## src/rtl/seven_seg_scan_if.sv

```systemverilog
// Display-scanner bus: value/control from the host side, scanned nibble and anodes back out.
interface seven_seg_scan_if #(
    parameter int unsigned NUM_DIGITS = 4
);
    logic [4*NUM_DIGITS-1:0] value_i;
    logic                    load_i;
    logic                    enable_i;
    logic                    blank_lz_i;
    logic [3:0]              nibble_o;
    logic [NUM_DIGITS-1:0]   digit_an_o;
    logic [2:0]              digit_idx_o;

    modport master (
        output value_i, load_i, enable_i, blank_lz_i,
        input  nibble_o, digit_an_o, digit_idx_o
    );

    modport slave (
        input  value_i, load_i, enable_i, blank_lz_i,
        output nibble_o, digit_an_o, digit_idx_o
    );
endinterface

```

## src/rtl/seven_seg_scan_ctrl.sv

```systemverilog
// Multiplexed seven-segment scanner: shadow-latched value, per-slot dead time, leading-zero
// blanking, fully registered nibble/anode/index outputs with one cycle of latency.
module seven_seg_scan_ctrl #(
    parameter int unsigned NUM_DIGITS  = 4,
    parameter int unsigned REFRESH_DIV = 50000,
    parameter int unsigned DEAD_CYC    = 1
) (
    input  logic             clk,
    input  logic             rst_n,
    seven_seg_scan_if.slave  bus
);
    localparam int unsigned DATA_W = 4 * NUM_DIGITS;
    localparam int unsigned CNT_W  = (REFRESH_DIV > 1) ? $clog2(REFRESH_DIV) : 1;
    localparam logic [CNT_W-1:0] CNT_MAX  = CNT_W'(REFRESH_DIV - 1);
    localparam logic [CNT_W-1:0] DEAD_END = CNT_W'(DEAD_CYC);
    localparam logic [2:0]       IDX_MAX  = 3'(NUM_DIGITS - 1);

    logic [DATA_W-1:0]     shadow_q, shadow_d;
    logic [CNT_W-1:0]      cnt_q, cnt_d;
    logic [2:0]            idx_q, idx_d;
    logic [3:0]            nibble_q, nibble_d;
    logic [NUM_DIGITS-1:0] an_q, an_d;
    logic [2:0]            idx_out_q, idx_out_d;
    logic [NUM_DIGITS-1:0] blank_mask;
    logic                  upper_zero;

    // Shadow register and slot/digit scan state.
    always_comb begin
        shadow_d = shadow_q;
        cnt_d    = cnt_q;
        idx_d    = idx_q;
        if (bus.load_i) begin
            shadow_d = bus.value_i;
        end
        if (!bus.enable_i) begin
            cnt_d = '0;
            idx_d = '0;
        end else if (cnt_q == CNT_MAX) begin
            cnt_d = '0;
            idx_d = (idx_q == IDX_MAX) ? 3'd0 : idx_q + 3'd1;
        end else begin
            cnt_d = cnt_q + CNT_W'(1);
        end
    end

    // Digit k is a leading zero when it and every more-significant nibble are zero.
    always_comb begin
        upper_zero = 1'b1;
        blank_mask = '0;
        for (int k = int'(NUM_DIGITS) - 1; k >= 0; k--) begin
            upper_zero    = upper_zero & (shadow_q[4*k +: 4] == 4'h0);
            blank_mask[k] = bus.blank_lz_i & upper_zero & (k != 0);
        end
    end

    always_comb begin
        nibble_d  = '0;
        an_d      = '1;
        idx_out_d = idx_q;
        for (int k = 0; k < int'(NUM_DIGITS); k++) begin
            if (idx_q == 3'(k)) begin
                nibble_d = shadow_q[4*k +: 4];
                if (bus.enable_i && (cnt_q >= DEAD_END) && !blank_mask[k]) begin
                    an_d[k] = 1'b0;
                end
            end
        end
    end

    always_ff @(posedge clk) begin
        if (!rst_n) begin
            shadow_q  <= '0;
            cnt_q     <= '0;
            idx_q     <= '0;
            nibble_q  <= '0;
            an_q      <= '1;
            idx_out_q <= '0;
        end else begin
            shadow_q  <= shadow_d;
            cnt_q     <= cnt_d;
            idx_q     <= idx_d;
            nibble_q  <= nibble_d;
            an_q      <= an_d;
            idx_out_q <= idx_out_d;
        end
    end

    assign bus.nibble_o    = nibble_q;
    assign bus.digit_an_o  = an_q;
    assign bus.digit_idx_o = idx_out_q;
endmodule

```

## src/flat_wrapper.sv

```systemverilog
// flat-port wrapper written by rule: the top's interface ports become plain ports
module seven_seg_scan_ctrl_flat 
#(
    parameter int unsigned NUM_DIGITS  = 4,
    parameter int unsigned REFRESH_DIV = 50000,
    parameter int unsigned DEAD_CYC    = 1
)
  (clk, rst_n, bus_value_i, bus_load_i, bus_enable_i, bus_blank_lz_i, bus_nibble_o, bus_digit_an_o, bus_digit_idx_o);
  seven_seg_scan_if #(.NUM_DIGITS(NUM_DIGITS)) bus_i ();
  input  logic clk;
  input  logic rst_n;
  input wire logic [$bits(bus_i.value_i)-1:0] bus_value_i;
  input wire logic [$bits(bus_i.load_i)-1:0] bus_load_i;
  input wire logic [$bits(bus_i.enable_i)-1:0] bus_enable_i;
  input wire logic [$bits(bus_i.blank_lz_i)-1:0] bus_blank_lz_i;
  output wire logic [$bits(bus_i.nibble_o)-1:0] bus_nibble_o;
  output wire logic [$bits(bus_i.digit_an_o)-1:0] bus_digit_an_o;
  output wire logic [$bits(bus_i.digit_idx_o)-1:0] bus_digit_idx_o;
  assign bus_i.value_i = bus_value_i;
  assign bus_i.load_i = bus_load_i;
  assign bus_i.enable_i = bus_enable_i;
  assign bus_i.blank_lz_i = bus_blank_lz_i;
  assign bus_nibble_o = bus_i.nibble_o;
  assign bus_digit_an_o = bus_i.digit_an_o;
  assign bus_digit_idx_o = bus_i.digit_idx_o;
  seven_seg_scan_ctrl #(.NUM_DIGITS(NUM_DIGITS), .REFRESH_DIV(REFRESH_DIV), .DEAD_CYC(DEAD_CYC)) u_core (.clk(clk), .rst_n(rst_n), .bus(bus_i));
endmodule
```

## config.mk

```make
export PLATFORM = sky130hd
export DESIGN_NAME = seven_seg_scan_ctrl_flat
export DESIGN_NICKNAME = d
export VERILOG_FILES = /design/src/rtl/seven_seg_scan_if.sv /design/src/rtl/seven_seg_scan_ctrl.sv /design/src/flat_wrapper.sv
export SDC_FILE = /design/constraint.sdc
export NUM_CORES = 1
export LEC_CHECK = 0
export ABC_AREA = 1
export BUFFER_PORTS_ARGS = -buffer_cell sky130_fd_sc_hd__buf_4
export CAP_MARGIN = 0
export CORE_MARGIN = 4
export CORE_UTILIZATION = 50
export CTS_CLUSTER_SIZE = 10
export DETAILED_ROUTE_END_ITERATION = 10
export PLACE_DENSITY = 0.72
export SLEW_MARGIN = 20
export SYNTH_ARGS = -nofsm -noshare
export SYNTH_HDL_FRONTEND = slang
export SYNTH_SLANG_ARGS = --single-unit
export TNS_END_PERCENT = 30
```

## constraint.sdc

```tcl
create_clock -name clk -period 1.45 [get_ports clk]
set_clock_uncertainty 0.2 [all_clocks]
set_input_delay 0.29 -clock clk [delete_from_list [all_inputs] [get_ports clk]]
set_output_delay 0.29 -clock clk [all_outputs]
set_load 0.02 [all_outputs]
```

==> impl_results.md, run 1 <==
* Area share of the largest cell type after synthesis at 0.440
* Hold WC Path Type: input port to flop
* Sw Share at 0.246
* Post-synth top flop: dfxtp_1
* Final hold viol count at 0
* Final setup vio count at 0
* Worst Path Arrival at ~1500 ps
* CTS H-tree lvls at 2
* Post-Route Setup TNS at 0 ps
* Ys async rst share at 0
* Crit path launch type: flop
* Layout cells sized above 1 at 0.318
* Synth top area cells: dfxtp_1, nor2_1, nand2_1
* Fmax at 697 MHz
* Post-DP Area at 0.00254 mm²
* GRT overflow at 0
* Worst Setup Slack, final at 16.2 ps
* Critical Path End Type: flop
* Die ar. at between 0.005 and 0.006 mm²
* Crit-path max FO at 4
* Initial Util at 0.520
* Final ANT Viol Nets at 0
* Remaining DRCs at 0
* Synthesized net count at 326
* Vias in the first global route at 2012
* Max Cap Violations at 0
* Total GRT Usage at 0.197
* Mux contribution to synthesized area at 0
* Period Utilization, post-route at 0.989
* Syn Area/Cell at around 7.0 µm²
* Root Buffer: clkbuf_8
* Post-CTS setup buffers at 0
* Routed len/inst at between 10 and 15 µm
* Cts bufs inserted at 5
* Clock network power share at 0.331
* Min Tclk post-route at between 1000 and 1500 ps
* DRT Pass-1 Iters at 4
* 1st-iter DRT viols at about 130
* Post-route insts no fill at between 400 and 500
* Gate power share at 0.097
* CTS tree: built
* Status: finished, final reports clean
* Area Overhead vs Synth at 36.5%
* Clk buf depth at 2
* Post-synth EDFFs at 0
* Seq/Total Area, Yosys at 0.440
* Via/cell ratio at 5.03
* Worst Path Required at around 1500 ps
* Final wirelength at about 5.0 mm
* Worst-path clk slew at 90 ps
* Most instantiated cells after synthesis: nor2_1, nand2_1, dfxtp_1
* Synth Cell Area at around 0.0021 mm²
* Post-synthesis xor/xnor area fraction at 0.0167
* Adder-cell share of the synthesized area at 0.0418
* Sequential share of power at 0.572
* Via count at 2051
* Compound-Gate Fraction of Synth Area at 0.0980
* Max_slew headroom at 0.726
* Final Cell Area at 0.00286 mm²
* DIE HEIGHT at around 73 µm
* First-pass GRT wire length at about 8.4 mm
* Peak supply drop at around 0.59 mV
* Hold_ws at ~8.5 ps
* Cell Pwr Density at between 800 and 900 mW/mm²
* Synthesis Warnings at 0
* Most frequent cell after synthesis: nor2_1
* Worst Setup Slack post-DPL at -42.9 ps
* Unique masters post-synth at 19
* Tightest Pin Transition at between 400 and 500 ps
* Worst-skew pair later-pin latency at roughly 300 ps
* Final Max Tran Viols at 0
* Clk sinks at 46
* Pint at ~1.7 mW
* Initial antenna violation count at 0
* Leak at ~1.3 nW
* I/O pin count at 32
* N_diodes at 0
* Dpl hpwl at roughly 3.5 mm
* I/O Buffers at 31
* Post-Syn Instances at just under 300
* #FFs+latches synth at between 40 and 50
* Synth Area in Simple Gates at 0.317
* Largest net degree at the start of global routing at 26
* Sw power at between 500 and 600 µW
* RSZ-0062 raised after global routing: true
* Placed cells at 397
* GPL Wtd Cong at 0.837
* Row count at 23
* Post-synth top area cell: dfxtp_1
* Main combinational cell family by area after synthesis: simple AND/OR/NAND/NOR gates
* Die W at around 73 µm
* Core area at between 0.004 and 0.005 mm²
* Setup CP Type: flop to flop
* Nets at approximately 390
==> cells in the final DEF (no fill, tap or decap), types with 4 or more instances in the layout <==
master,count
buf_4,52
dfxtp_1,37
o21ai_0,19
clkbuf_8,5
nor2_2,6
inv_4,4
dfxtp_2,8
nor2_1,49
nand3_1,20
inv_1,33
nor2_4,6
nand3_2,11
nand4_1,7
a21oi_2,4
a21oi_1,15
nand2_1,49
==> power groups by stage <==
stage	Clock, mW	Sequential (mW)	Combinational (mW)
3_3_place_gp	0	1.35	0.188
6_report	0.766	1.32	0.224
2_1_floorplan	0	1.36	0.0994
3_5_place_dp	0	1.35	0.191
5_1_grt	0.836	1.33	0.254
4_1_cts	0.788	1.32	0.197
==> flip-flops by register name, indices dropped and copies added, names as in the netlist <==
register	cells
u_core.bus.nibble_o	4
u_core.cnt_q	16
u_core.bus.digit_an_o	4
u_core.idx_out_d	3
u_core.shadow_q	16
u_core.bus.digit_idx_o	3
==> cell families after synthesis <==
kind of cell | after synthesis
buffers and inverters | 45
DFF | 46
xor gates and xnor gates | 4
adders and majority gates | 7
and+or+nand+nor | 155
AOI/OAI and AO/OA | 41
==> what timing repair did <==
item                                    4_1_cts  5_1_grt
hold buffers                                  1        1
pin swaps                                     0       11
gates resized for setup                       6       57
cloned                                        0        1
endpoints found under the setup margin       11       26
endpoints found under the hold margin         1        1
==> layer usage <==
metal  part of all wire  vias up  GRT usage
met5                  0        -          0
met3              0.044        9     0.0344
met1               0.47      929      0.249
met4              0.015        0     0.0697
met2               0.47       46      0.337
li1                   -     1067          -
==> final timing paths <==
path	end	slack [ps]	start	depth (start not counted)
max	u_core.bus.digit_an_o[3]$_SDFF_PN1_	20	u_core.cnt_q[1]$_SDFF_PP0_	8
min	u_core.shadow_q[14]$_SDFFE_PN0P_	8	bus_value_i[14]	3
max reg2reg	u_core.bus.digit_an_o[3]$_SDFF_PN1_	20	u_core.cnt_q[1]$_SDFF_PP0_	8
min reg2reg	u_core.bus.digit_idx_o[1]$_SDFF_PN0_	290	u_core.idx_out_d[1]$_SDFFE_PN0P_	2
==> stage by stage <==
step	power, mW	util
after floorplan	1.46	-
after global routing	2.42	0.709
after detailed placement	1.55	0.631
after global placement	1.54	0.631
after CTS	2.31	0.660
final	2.32	0.709
==> area by class of cell <==
cell class / count / area [µm²]
Inverter: 39 / 156
Clock inverter: 2 / 13.8
Clock buffer: 6 / 72.6
Tap cell: 50 / 62.6
Timing Repair Buffer: 57 / 444
Multi-Input combinational cell: 208 / 1170
Sequential cell: 46 / 935
Fill cell: 327 / 1170
==> critical path, cell delays in order (launching register included) <==
cell and delay, ps:
dfxtp_2 340, buf_6 100, inv_4 30, ha_4 150, nor2_4 100, nand3_2 80
nor2_2 130, nand2_2 130, nand4_1 110
No activity file was read; power rests on OpenSTA's default activity.
==> run 2, diff against run 1 <==
Settings changed: ABC_AREA 1 to default, PLACE_DENSITY 0.72 to 0.73.
==> run 2 against run 1 <==
The run now ends with setup timing left; via count down 23%; sequential share of layout area up 2.5 points; critical path depth down 3; critical path type unchanged.
==> impl_results.md, run 2 <==
* Vias in the first global route at 1547 (-23%)
* CTS H-tree lvls at 2 (unchanged)
* Peak supply drop at 0.590 mV (about the same)
* Most frequent cell after synthesis: dfxtp_1
* GPL Wtd Cong at 0.760 (-9.2%)
* Post-synth top flop: dfxtp_1
* Synthesis Warnings at 0 (unchanged)
* Worst Path Arrival at 1780 ps (+300 ps)
* Tightest Pin Transition at 385 ps (-25.1 ps)
* Worst-skew pair later-pin latency at 300 ps (about the same)
* Failing checks: setup timing
* Post-synth EDFFs at 0 (unchanged)
* Worst Setup Slack, final at -334 ps (-351 ps)
* Synth top area cells: dfxtp_1, mux2i_1, xnor2_1
* Via count at 1588 (-23%)
* Post-synth top area cell: dfxtp_1
* Routed len/inst at 13.4 µm (+9.9%)
* Die W at 71.1 µm (-2.2%)
* Top Usage Layer GRT: met2
* Setup CP Type: flop to flop
* Met3 Track Usage GR at 0.0568 (+0.0224)
* DRT Pass-1 Iters at 4 (unchanged)
* RSZ-0062 raised after global routing: true
* Cts bufs inserted at 5 (unchanged)
* Synthesized net count at 239 (-27%)
* Worst path slowest cell: or4_4
* Met2 Use GR at 0.309 (-0.0277)
* Via/cell ratio at 4.95 (-1.6%)
* Status: finished with violations
* Most frequent cells in the layout: buf_4, dfxtp_1, mux2i_1, nor2_1, nand2_1
* Layout cells sized above 1 at 0.311 (-0.00708)
* Remaining DRCs at 0 (unchanged)
* Max_slew headroom at 0.741 (+0.0147)
* Min Tclk post-route at 1780 ps (+351 ps)
* First-pass GRT wire length at 7.01 mm (-16%)
* DIE HEIGHT at 71.1 µm (-2.2%)
* GRT overflow at 0 (unchanged)
* Max Cap Violations at 0 (unchanged)
* Unique masters post-synth at 31 (+12)
* Seq/Total Area, Yosys at 0.462 (+0.0224)
* #FFs+latches synth at 46 (unchanged)
* Root Buffer: clkbuf_8
* Post-DP Area at 0.00249 mm² (-2.0%)
* Critical Path End Type: flop
* Syn Area/Cell at 9.44 µm² (+34%)
* M1 GR Usage at 0.208 (-0.0417)
* Biggest registers after layout: u_core.cnt_q (16), u_core.shadow_q (16)
* Final Power at 2.32 mW (+0.34%)
* Dpl hpwl at 3.22 mm (-8.1%)
* I/O Buffers at 31 (unchanged)
* Final ANT Viol Nets at 0 (unchanged)
* Final setup vio count at 23 (+23)
* Initial Util at 0.532 (+0.0125)
* Worst Path Required at 1450 ps (-40 ps)
* Cell Pwr Density at 882 mW/mm² (+8.8%)
* Final wirelength at 4.31 mm (-14%)
* Crit-path max FO at 3 (-1)
* CP peak stage delay at 550 ps (+210 ps)
* Total GRT Usage at 0.181 (-0.0167)
* Synth Cell Area at 0.00199 mm² (-4.8%)
* Crit path launch type: flop
* N_diodes at 0 (unchanged)
* 1st-iter DRT viols at 56 (-56%)
* Nets at 300 (-22%)
* CTS tree: built
* Final hold viol count at 0 (unchanged)
* Fmax at 560 MHz (-20%)
* Commonest non-fill, non-tap cell in the layout: buf_4
* Initial antenna violation count at 0 (unchanged)
* Largest net degree at the start of global routing at 20 (-23%)
* Crit-path cells: or4_4 -> nor4_4 -> buf_4 -> mux2i_1 -> nor2_1
* Die ar. at 0.00506 mm² (-4.3%)
* Most instantiated cells after synthesis: dfxtp_1, mux2i_1, nor2_1
* Worst-path clk slew at 80 ps (about the same)
* I/O pin count at 32 (unchanged)
* Leak at 1.04 nW (-17%)
* Period Utilization, post-route at 1.23 (+0.242)
* Final Max Tran Viols at 0 (unchanged)
* Final Cell Area at 0.00264 mm² (-7.8%)
* Row count at 22 (-4.3%)
* Ys async rst share at 0 (unchanged)
* Post-Syn Instances at 211 (-29%)
* Clk buf depth at 2 (unchanged)
* Area share of the largest cell type after synthesis at 0.462 (+0.0224)
* Area Overhead vs Synth at 32.3%
* Core area at 0.00374 mm² (-7.1%)
* Clk sinks at 46 (unchanged)
* R2R Setup Slk at -330 ps (-350 ps)
* Hold WC Path Type: input port to flop
* Hold_ws at 17.8 ps (+9.32 ps)
## run 2: changes by cell type after synthesis, sizes merged, moves of 8 or more
cell,previous run,this run
mux2i,0,22
nand3,31,8
nor4,1,9
nand2,54,20
inv,39,9
o21ai,22,4
nor2b,0,16
nor2,61,21
a21oi,19,1
xnor2,2,13
## run 2: area by class of cell
type,instances,area (µm²)
repair buffers,63,489
fillers,318,1110
clock inverters,1,5.00
clock buffers,7,86.3
flip-flops and latches,46,928
inverters,9,33.8
well taps,48,60.1
multi-input cells,147,1030
## run 2: metal layers
| metal | vias up | wire length, µm |
|---|---|---|
| li1 | 834 | - |
| met1 | 721 | 1870 |
| met2 | 27 | 2200 |
| met3 | 6 | 169 |
| met4 | 0 | 61 |
| met5 | - | 0 |
## run 2: metrics by stage
step / utilization / TNS (ps) / worst slack [ps] / cells
2_1_floorplan: - / -6100 / -368 / 211
3_3_place_gp: 0.666 / -4600 / -236 / 313
3_5_place_dp: 0.666 / -5680 / -319 / 313
4_1_cts: 0.695 / -5430 / -318 / 321
5_1_grt: 0.704 / -6850 / -394 / 321
6_report: 0.704 / -5220 / -334 / 321
## run 2: repair_timing
action | CTS | global route
cloned | 0 | 0
hold buffers | 0 | 0
setup buffers | 0 | 0
pin swaps | 5 | 0
resized for setup | 6 | 6
setup endpoints to repair | 26 | 26
## run 2: where the power goes
| group | internal, mW | switching, mW | total, mW |
|---|---|---|---|
| registers | 1.30 | 0.0247 | 1.32 |
| logic | 0.112 | 0.0914 | 0.203 |
| clock network | 0.385 | 0.414 | 0.799 |
| total | 1.79 | 0.530 | 2.32 |
## run 2: final timing paths
check,from,endpoint,cells after the start
worst max-delay path,u_core.cnt_q[12]$_SDFF_PP0_,u_core.idx_out_d[1]$_SDFFE_PN0P_,5
worst min-delay path,bus_blank_lz_i,u_core.bus.digit_an_o[3]$_SDFF_PN1_,3
worst max register to register,u_core.cnt_q[12]$_SDFF_PP0_,u_core.idx_out_d[1]$_SDFFE_PN0P_,5
worst min register to register,u_core.shadow_q[15]$_SDFFE_PN0P_,u_core.bus.nibble_o[3]$_SDFF_PN0_,2
## run 2: critical path: cells and delay by family (launching register included)
kind          cells  cell delay [ps]
buf+inv           1              170
flops             1              320
mux               1              220
simple gates      3              770
## run 2: logic make-up after synthesis
group,share of synthesized area
compound gates,0.0364
flops,0.462
fa+ha+maj,0.0440
buf+inv,0.0440
simple gates,0.241
mux,0.111
xor+xnor,0.0616
==> run 3, diff against run 2 <==
Settings changed: MAX_ROUTING_LAYER from default to met4, PLACE_DENSITY 0.73 to default, PLACE_DENSITY_LB_ADDON from default to 0.15.
==> run 3 against run 2 <==
The run still ends with setup timing left; die area unchanged; combinational power increased by 2%; sequential cell count unchanged; worst hold slack worse by 12 ps; setup slack improved by 82 ps; clock power rose by 0.6%; via count grew 2.2%; count of clock-buffer cells in the layout decreased by 1; sequential share of layout area down 0.41 points.
==> impl_results.md, run 3 (synthesis gave the netlist of run 2 again) <==
* Remaining DRCs at 0 (unchanged)
* Period Utilization, post-route at 1.17 (-0.0567)
* Root Buffer: clkbuf_8
* Final ANT Viol Nets at 0 (unchanged)
* Status: finished with violations
* Final Max Tran Viols at 0 (unchanged)
* Final hold viol count at 0 (unchanged)
* Post-route insts no fill at 324 (+0.93%)
* Peak supply drop at 0.915 mV (+55%)
* Worst-path clk slew at 80 ps (about the same)
* Cell Pwr Density at 875 mW/mm² (-0.72%)
* Leak at 1.05 nW (+1.5%)
* Die ar. at 0.00506 mm² (unchanged)
* Crit path launch type: flop
* WP depth at 5 (unchanged)
* Pint at 1.80 mW (+0.19%)
* Layout cells sized above 1 at 0.344 (+0.0328)
* GRT overflow at 0 (unchanged)
* Biggest registers after layout: u_core.cnt_q (16), u_core.shadow_q (16)
* CP peak stage delay at 550 ps (about the same)
* Hold_ws at 5.50 ps (-12.3 ps)
* Clock network power share at 0.345 (about the same)
* Via/cell ratio at 5.01 (+1.3%)
* N_diodes at 0 (unchanged)
* Dpl hpwl at 2.97 mm (-7.8%)
* Sw power at 534 µW (+0.74%)
* Sequential share of power at 0.566 (-0.003)
* Die W at 71.1 µm (unchanged)
* Area Overhead vs Synth at 33.7%
* Fmax at 587 MHz (+4.8%)
* Placed cells at 315 (+0.64%)
* Initial antenna violation count at 0 (unchanged)
* I/O pin count at 32 (unchanged)
* Critical Path End Type: flop
* Gate power share at 0.089 (about the same)
* CTS tree: built
* 1st-iter DRT viols at 118 (+110%)
* CP top delay family: simple AND/OR/NAND/NOR gates
* Vias in the first global route at 1533 (-0.90%)
* Commonest non-fill, non-tap cell in the layout: buf_4
* Sw Share at 0.229 (+0.000966)
* Cts bufs inserted at 5 (unchanged)
* CTS H-tree lvls at 2 (unchanged)
* Most frequent cells in the layout: buf_4, dfxtp_1, mux2i_1, nor2_1, nand2_1
* Clk buf depth at 2 (unchanged)
* Largest net degree at the start of global routing at 17 (-15%)
* Core area at 0.00374 mm² (unchanged)
* Final wirelength at 4.10 mm (-4.7%)
* DRT Pass-1 Iters at 5 (+1)
* CP bufs+invs at 1 (unchanged)
* Hold WC Path Type: input port to flop
* Nets at 303 (+1.0%)
* Tightest Pin Transition at 395 ps (+9.71 ps)
* Routed len/inst at 12.7 µm (-5.6%)
* Worst Setup Slack, final at -252 ps (+82.3 ps)
* Final setup vio count at 22 (-4.3%)
* Hold_buf cts at 0 (unchanged)
* Row count at 22 (unchanged)
* Clk sinks at 46 (unchanged)
* GPL Wtd Cong at 0.799 (+5.2%)
* Setup CP Type: flop to flop
* Total GRT Usage at 0.179 (-0.00191)
* Max_slew headroom at 0.734 (-0.00653)
* DIE HEIGHT at 71.1 µm (unchanged)
* Crit-path max FO at 3 (unchanged)
* I/O Buffers at 31 (unchanged)
* Worst Path Arrival at 1700 ps (-80 ps)
* Filler cells at 306 (-3.8%)
* First-pass GRT wire length at 6.84 mm (-2.5%)
* Via count at 1623 (+2.2%)
* RSZ-0062 raised after global routing: true
* Hold path depth at 3 (unchanged)
* Crit-path cells: or4_4 -> nor4_4 -> buf_4 -> mux2i_1 -> nor2_1
* Failing checks: setup timing
* Worst path slowest cell: or4_4
* Worst-skew pair later-pin latency at 300 ps (about the same)
* Worst Path Required at 1450 ps (about the same)
* Reg2Reg Depth at 5 (unchanged)
* Min Tclk post-route at 1700 ps (-82.3 ps)
* Max Cap Violations at 0 (unchanged)
* Initial Util at 0.532 (unchanged)
[run 3: per-layer routing]
metal,vias to the layer above,part of all wire,track usage
li1,837,-,-
met1,746,0.41,0.193
met3,9,0.049,0.0568
met4,0,0.024,0.0626
met5,-,0,-
met2,31,0.51,0.308
[run 3: path summary, 6_finish.rpt]
kind	slack, ps	endpoint	startpoint
worst max-delay path	-250	u_core.idx_out_d[1]$_SDFFE_PN0P_	u_core.cnt_q[12]$_SDFF_PP0_
worst min-delay path	5	u_core.bus.digit_an_o[3]$_SDFF_PN1_	bus_blank_lz_i
worst max register to register	-250	u_core.idx_out_d[1]$_SDFFE_PN0P_	u_core.cnt_q[12]$_SDFF_PP0_
worst min register to register	300	u_core.bus.nibble_o[3]$_SDFF_PN0_	u_core.shadow_q[15]$_SDFFE_PN0P_
[run 3: metrics by stage]
step                setup TNS, ps  cell area (µm²)  utilization  total power [mW]  worst slack, ps
finish                      -4690             2660        0.711              2.33             -252
global route                -6300             2660        0.711              2.43             -330
CTS                         -4870             2650        0.709              2.35             -255
detailed placement          -5070             2510        0.670              1.55             -258
global placement            -4870             2510        0.670              1.54             -240
floorplan                   -6100             2000            -              1.46             -368
[run 3: worst register-to-register path, cell delays in order (launching register included)]
cell and delay [ps]:
dfxtp_2 320, or4_4 550, nor4_4 150, buf_4 170, mux2i_1 170, nor2_1 50
[run 3: layout make-up]
type	count	area [µm²]	share of cell area
Multi-Input combinational cell	147	1030	0.389
Sequential cell	46	927	0.348
Timing Repair Buffer	66	512	0.192
Clock buffer	6	82.6	0.0310
Tap cell	48	60.1	0.0226
Inverter	9	33.8	0.0127
Clock inverter	2	12.5	0.00470
[run 3: power by group through the flow]
stage / clock network (mW) / logic, mW / registers [mW]
finish: 0.804 / 0.208 / 1.32
detailed placement: 0 / 0.199 / 1.35
global route: 0.881 / 0.228 / 1.32
floorplan: 0 / 0.107 / 1.35
global placement: 0 / 0.195 / 1.35
CTS: 0.831 / 0.205 / 1.32
[run 3: what timing repair did]
item / CTS / global route
resized for setup: 11 / 7
setup endpoints to repair: 26 / 26
buffers inserted: 1 / 0
endpoints found under the hold margin: 0 / 0
pin swaps: 5 / 0
